`config.mk`:
```
export PLATFORM = sky130hd
export DESIGN_NAME = caesar_step_sequencer
export DESIGN_NICKNAME = d
export VERILOG_FILES = /design/src/rtl/caesar_step_sequencer.sv
export SDC_FILE = /design/constraint.sdc
export NUM_CORES = 1
export LEC_CHECK = 0
export CAP_MARGIN = 20
export CORE_MARGIN = 2
export CORE_UTILIZATION = 40
export CTS_BUF_LIST = sky130_fd_sc_hd__clkbuf_4 sky130_fd_sc_hd__clkbuf_8
export DETAILED_ROUTE_END_ITERATION = 12
export GPL_ROUTABILITY_DRIVEN = 0
export RECOVER_POWER = 50
export SLEW_MARGIN = 0
export SYNTH_ARGS = -nofsm -noshare
export SYNTH_HDL_FRONTEND = slang
export SYNTH_SLANG_ARGS = --single-unit
```
`constraint.sdc`:
```
create_clock -name CLOCK_50 -period 4 [get_ports CLOCK_50]
set_clock_uncertainty 0.05 [all_clocks]
set_input_delay 0.6 -clock CLOCK_50 [delete_from_list [all_inputs] [get_ports CLOCK_50]]
set_output_delay 0.6 -clock CLOCK_50 [all_outputs]
set_load 0.02 [all_outputs]
```
`src/rtl/caesar_step_sequencer.sv`:
```
// Step sequencer for the Caesar display demo: paces the letter counter and runs one cipher req/ack per tick.
// Define CAESAR_SELFCHECK_EN to add an inverse round-trip transaction per step that flags mismatches on err_check.
module caesar_step_sequencer #(
  parameter int TICK_DIV    = 50000000,
  parameter int ACK_TIMEOUT = 15,
  parameter int ALPHA_LEN   = 26
) (
  input  logic       CLOCK_50,
  input  logic       rst,
  input  logic       run,
  input  logic       encrypt,
  input  logic [4:0] key,
  output logic       cph_req,
  input  logic       cph_ack,
  output logic       cph_mode,
  output logic [4:0] cph_key,
  output logic [5:0] cph_in,
  input  logic [5:0] cph_out,
  output logic [5:0] disp_key,
  output logic [5:0] disp_src,
  output logic [5:0] disp_dst,
  output logic       busy,
  output logic       err_key,
  output logic       err_timeout,
  output logic       overrun,
  output logic       err_check
);
  localparam int DIV_W = (TICK_DIV > 2) ? $clog2(TICK_DIV) : 1;
  localparam int TMO_W = $clog2(ACK_TIMEOUT + 1);
`ifdef CAESAR_SELFCHECK_EN
  localparam bit SELFCHECK = 1'b1;
`else
  localparam bit SELFCHECK = 1'b0;
`endif

  typedef enum logic [1:0] {IDLE, ISSUE, WAIT, COMMIT} state_t;

  state_t           state_q, state_d;
  logic [DIV_W-1:0] div_q;
  logic [TMO_W-1:0] tmo_q;
  logic [5:0]       letter_q;
  logic [5:0]       res_q;
  logic             tick;
  logic             ack_hit, tmo_hit, do_issue, do_commit;
  logic             chk_phase;

  function automatic logic key_wraps(input logic [4:0] k);
    return {1'b0, k} >= 6'(ALPHA_LEN);
  endfunction

  function automatic logic [4:0] sanitise_key(input logic [4:0] k);
    return key_wraps(k) ? k - 5'(ALPHA_LEN) : k;
  endfunction

  function automatic logic [5:0] next_letter(input logic [5:0] l);
    return (l == 6'(ALPHA_LEN - 1)) ? 6'd0 : l + 6'd1;
  endfunction

  assign tick = (div_q == DIV_W'(TICK_DIV - 1));

  always_ff @(posedge CLOCK_50) begin
    if (rst) state_q <= IDLE;
    else     state_q <= state_d;
  end

  always_comb begin
    state_d = state_q;
    unique case (state_q)
      IDLE:    if (tick && run) state_d = ISSUE;
      ISSUE:   state_d = WAIT;
      WAIT: begin
        if (ack_hit)      state_d = (SELFCHECK && !chk_phase) ? ISSUE : COMMIT;
        else if (tmo_hit) state_d = IDLE;
      end
      COMMIT:  state_d = IDLE;
      default: state_d = IDLE;
    endcase
  end

  always_comb begin
    busy      = (state_q != IDLE);
    do_issue  = (state_q == ISSUE);
    do_commit = (state_q == COMMIT);
    ack_hit   = (state_q == WAIT) && cph_ack;
    tmo_hit   = (state_q == WAIT) && !cph_ack && (tmo_q == TMO_W'(ACK_TIMEOUT - 1));
  end

  // Issue/wait/commit registers; the WAIT counter restarts on every ISSUE
  always_ff @(posedge CLOCK_50) begin
    if (rst) begin
      div_q       <= '0;
      tmo_q       <= '0;
      letter_q    <= '0;
      cph_req     <= 1'b0;
      cph_mode    <= 1'b0;
      cph_key     <= '0;
      cph_in      <= '0;
      disp_key    <= '0;
      disp_src    <= '0;
      disp_dst    <= '0;
      err_key     <= 1'b0;
      err_timeout <= 1'b0;
      overrun     <= 1'b0;
    end else begin
      div_q <= tick ? '0 : div_q + DIV_W'(1);
      tmo_q <= (state_q == WAIT) ? tmo_q + TMO_W'(1) : '0;
      if (tick && busy) overrun <= 1'b1;
      if (do_issue) begin
        cph_req <= 1'b1;
        if (chk_phase) begin
          cph_mode <= ~cph_mode;
          cph_in   <= res_q;
        end else begin
          cph_mode <= encrypt;
          cph_key  <= sanitise_key(key);
          cph_in   <= letter_q;
          err_key  <= key_wraps(key);
        end
      end
      if (ack_hit || tmo_hit) cph_req <= 1'b0;
      if (tmo_hit) err_timeout <= 1'b1;
      if (do_commit) begin
        disp_src <= letter_q;
        disp_dst <= res_q;
        disp_key <= {1'b0, cph_key};
        letter_q <= next_letter(letter_q);
      end
    end
  end

  // The cipher result is plain data and needs no reset; it is only read after an ack
  always_ff @(posedge CLOCK_50) begin
    if (ack_hit && !chk_phase) res_q <= cph_out;
  end

`ifdef CAESAR_SELFCHECK_EN
  logic chk_q;

  always_ff @(posedge CLOCK_50) begin
    if (rst) begin
      chk_q     <= 1'b0;
      err_check <= 1'b0;
    end else begin
      if (ack_hit && !chk_q)          chk_q <= 1'b1;
      else if (do_commit || tmo_hit)  chk_q <= 1'b0;
      if (ack_hit && chk_q && (cph_out != letter_q)) err_check <= 1'b1;
    end
  end

  assign chk_phase = chk_q;
`else
  assign chk_phase = 1'b0;
  assign err_check = 1'b0;
`endif

endmodule

```
==> metrics.cfg <==
[timing]
max_freq_mhz=367.4
hold_violations=0
tightest_slew_ps=1808
tns_ps=0
min_period_ps=2722
rsz0062_at_grt=false
finalCritPeriodShare_pct=68.04
maxSlewViolCount=44
relSlewSlack_pct=-20.51
setup_viol=0

[drt]
drc=0
dr.pass1.iters=4
routed-via-count=2536
routedWlPerCell_um=12.24
via_per_inst=4.915
antenna_left=0
drt_iter0_drc=88
totalWireLength_mm=6.315

[clocking]
htreeDepth=3
cts.sinks=77
cts.path.max_buffers=2
root_buffer=clkbuf_8
clk_latency_ps=350
cts_resized=0
post_cts_buffers=0
clkTransAtPathRegs_ps=80
holdBufCountCts=0
cts_buffers=9
cts_tree=yes

[cells_and_area]
design_area_um2=3928
fin_util_pct=51.36
fin_cells=516
area_growth_pct=25.21
drive_gt1_share_pct=4.589
antenna_cells=0
finalNetCount=431

[placement]
dp_cells=500
dp_hpwl_mm=4.329
io_buffers=49
placed_cell_area_um2=3694

[worst_setup_path]
cp-end-kind=flop
cpMaxStageDelayCell=clkbuf_1
path_cells=dlygate4sd3_1, clkbuf_1, nand2b_1, o31ai_1
start_kind=input pin
reg2reg_depth=5
crit_arrival_ps=2840
criticalPathCategory=in -> reg
required_ps=4120
critPathMaxFanout=43
worst_path_largest_cell_delay_ps=1310

[global_routing]
antenna_found_initial=0
grt_start_max_net_pins=44
grt_overflow=0
grt_pass1_wl_mm=10.72
grtUsageTotal_pct=15.82
grt_pass1_vias=2288

[outcome]
violations=capacitance limit, slew limit
status=complete, but fails checks

[logic_synthesis]
synth_enable_flop_cells=6
yosys_register_bits=77
synth_warnings=0
synth_flop_cell=dfxtp_1
synthArstFlopShare_pct=0
yosysTopAreaCellShare_pct=45.31
synthCells=365
yosysTopAreaCell=dfxtp_1
syn_area_um2=3137
synth_area_leaders=dfxtp_1, nand2_1, a21oi_1
syn_area_per_cell_um2=8.594
yosysSeqAreaShare_pct=51.06
synth_cell_types=36

[die]
die_x_um=92.56
ios=52
die_y_um=92.56
start_util_pct=41.02
die_area_um2=8566
rows=32
core_area_um2=7647

[hold_path]
hold_class=reg -> reg
min_path_cells=2

[power]
peakVddDrop_v=0.0001929
leakagePower_nw=1.293
powerDensity_nw_per_um2=387.1

[run]
drv_cap=1

metal layers:
layer / wire (um) / global-route usage [%] / part of all wire, %
met1: 3039 / 20.26 / 48
met2: 2988 / 25.00 / 47
met3: 214 / 5.207 / 3.4
met4: 73 / 5.597 / 1.2
met5: 0 / 0 / 0
synth_stat cells (all sizes together), types with 2 or more instances:
cell and instances:
clkbuf 16, xnor2 13, nand2b 4, or4 11, or3 9, ha 6, a21oi 47, nor2b 3
dfxtp 71, nand2 65, o211ai 2, xor2 5, and3 5, inv 14, nand4 8, nand3 13
nor4b 2, a211oi 2, o21ai 9, nor2 30, buf 3, nor3 4, edfxtp 6, o31ai 7
worst paths after layout:
| path | from | end | slack (ps) |
|---|---|---|---|
| hold / removal | err_timeout$_SDFFE_PP0P_ | err_timeout$_SDFFE_PP0P_ | 400 |
| hold reg to reg | err_timeout$_SDFFE_PP0P_ | err_timeout$_SDFFE_PP0P_ | 400 |
| setup / recovery | rst | overrun$_SDFFE_PP0P_ | 1280 |
| setup reg to reg | div_q[0]$_SDFF_PP0_ | div_q[20]$_SDFF_PP0_ | 1800 |
state kept, by name, summed over array words and instances (netlist names), 5 cells and up:
name / cells
res_q: 6
letter_q: 6
disp_src: 6
div_q: 26
disp_dst: 6
disp_key: 5
cph_in: 6
cph_key: 5
logic make-up after synthesis:
kind of cell / count (synthesis) / share of synthesized area (%)
AOI/OAI and AO/OA: 71 / 12.56
xor gates and xnor gates: 18 / 5.026
adders and majority gates: 6 / 2.393
buffers and inverters: 33 / 4.228
DFF: 77 / 51.06
other: 1 / 0.1196
and+or+nand+nor: 159 / 24.61
through the flow:
step	hold slack (ps)	setup slack, ps	power (W)
floorplan	379.5	1992	0.0008216
global placement	385.7	1778	0.0008416
detailed placement	392.7	1745	0.0008420
CTS	403.7	1784	0.001543
global route	421.2	1063	0.001578
finish	398.6	1278	0.001520
worst max-delay path, delay by kind of cell:
kind | cells | cell delay [ps]
buffers and inverters | 2 | 1900
and+or+nand+nor | 1 | 230
AOI/OAI and AO/OA | 1 | 70
layout make-up:
type | instances | area [um^2]
fill | 710 | 3720
inverter | 14 | 52.55
tap | 102 | 127.6
sequential | 77 | 1602
multi-input combinational | 256 | 1406
clock inverter | 7 | 113.9
timing repair buffer | 51 | 501.7
clock buffer | 9 | 123.9
where the power goes:
part           switching [W]  internal (W)
registers         0.00000241      0.000778
logic              0.0000227     0.0000190
clock network       0.000287      0.000412
layout by cell type (no fill, tap or decap), drive strengths merged, types with 4 or more instances in the layout:
master / synthesis / routed
dfxtp: 71 / 71
nand2: 65 / 65
a21oi: 47 / 47
clkdlybuf4s50: 0 / 42
nor2: 30 / 30
inv: 14 / 14
xnor2: 13 / 13
nand3: 13 / 13
or4: 11 / 11
clkbuf: 16 / 10
o21ai: 9 / 9
or3: 9 / 9
nand4: 8 / 8
o31ai: 7 / 7
dlygate4sd3: 0 / 7
ha: 6 / 6
edfxtp: 6 / 6
and3: 5 / 5
xor2: 5 / 5
nand2b: 4 / 4
nor3: 4 / 4
clkinv: 0 / 4
(Power assumes the default switching activity.)
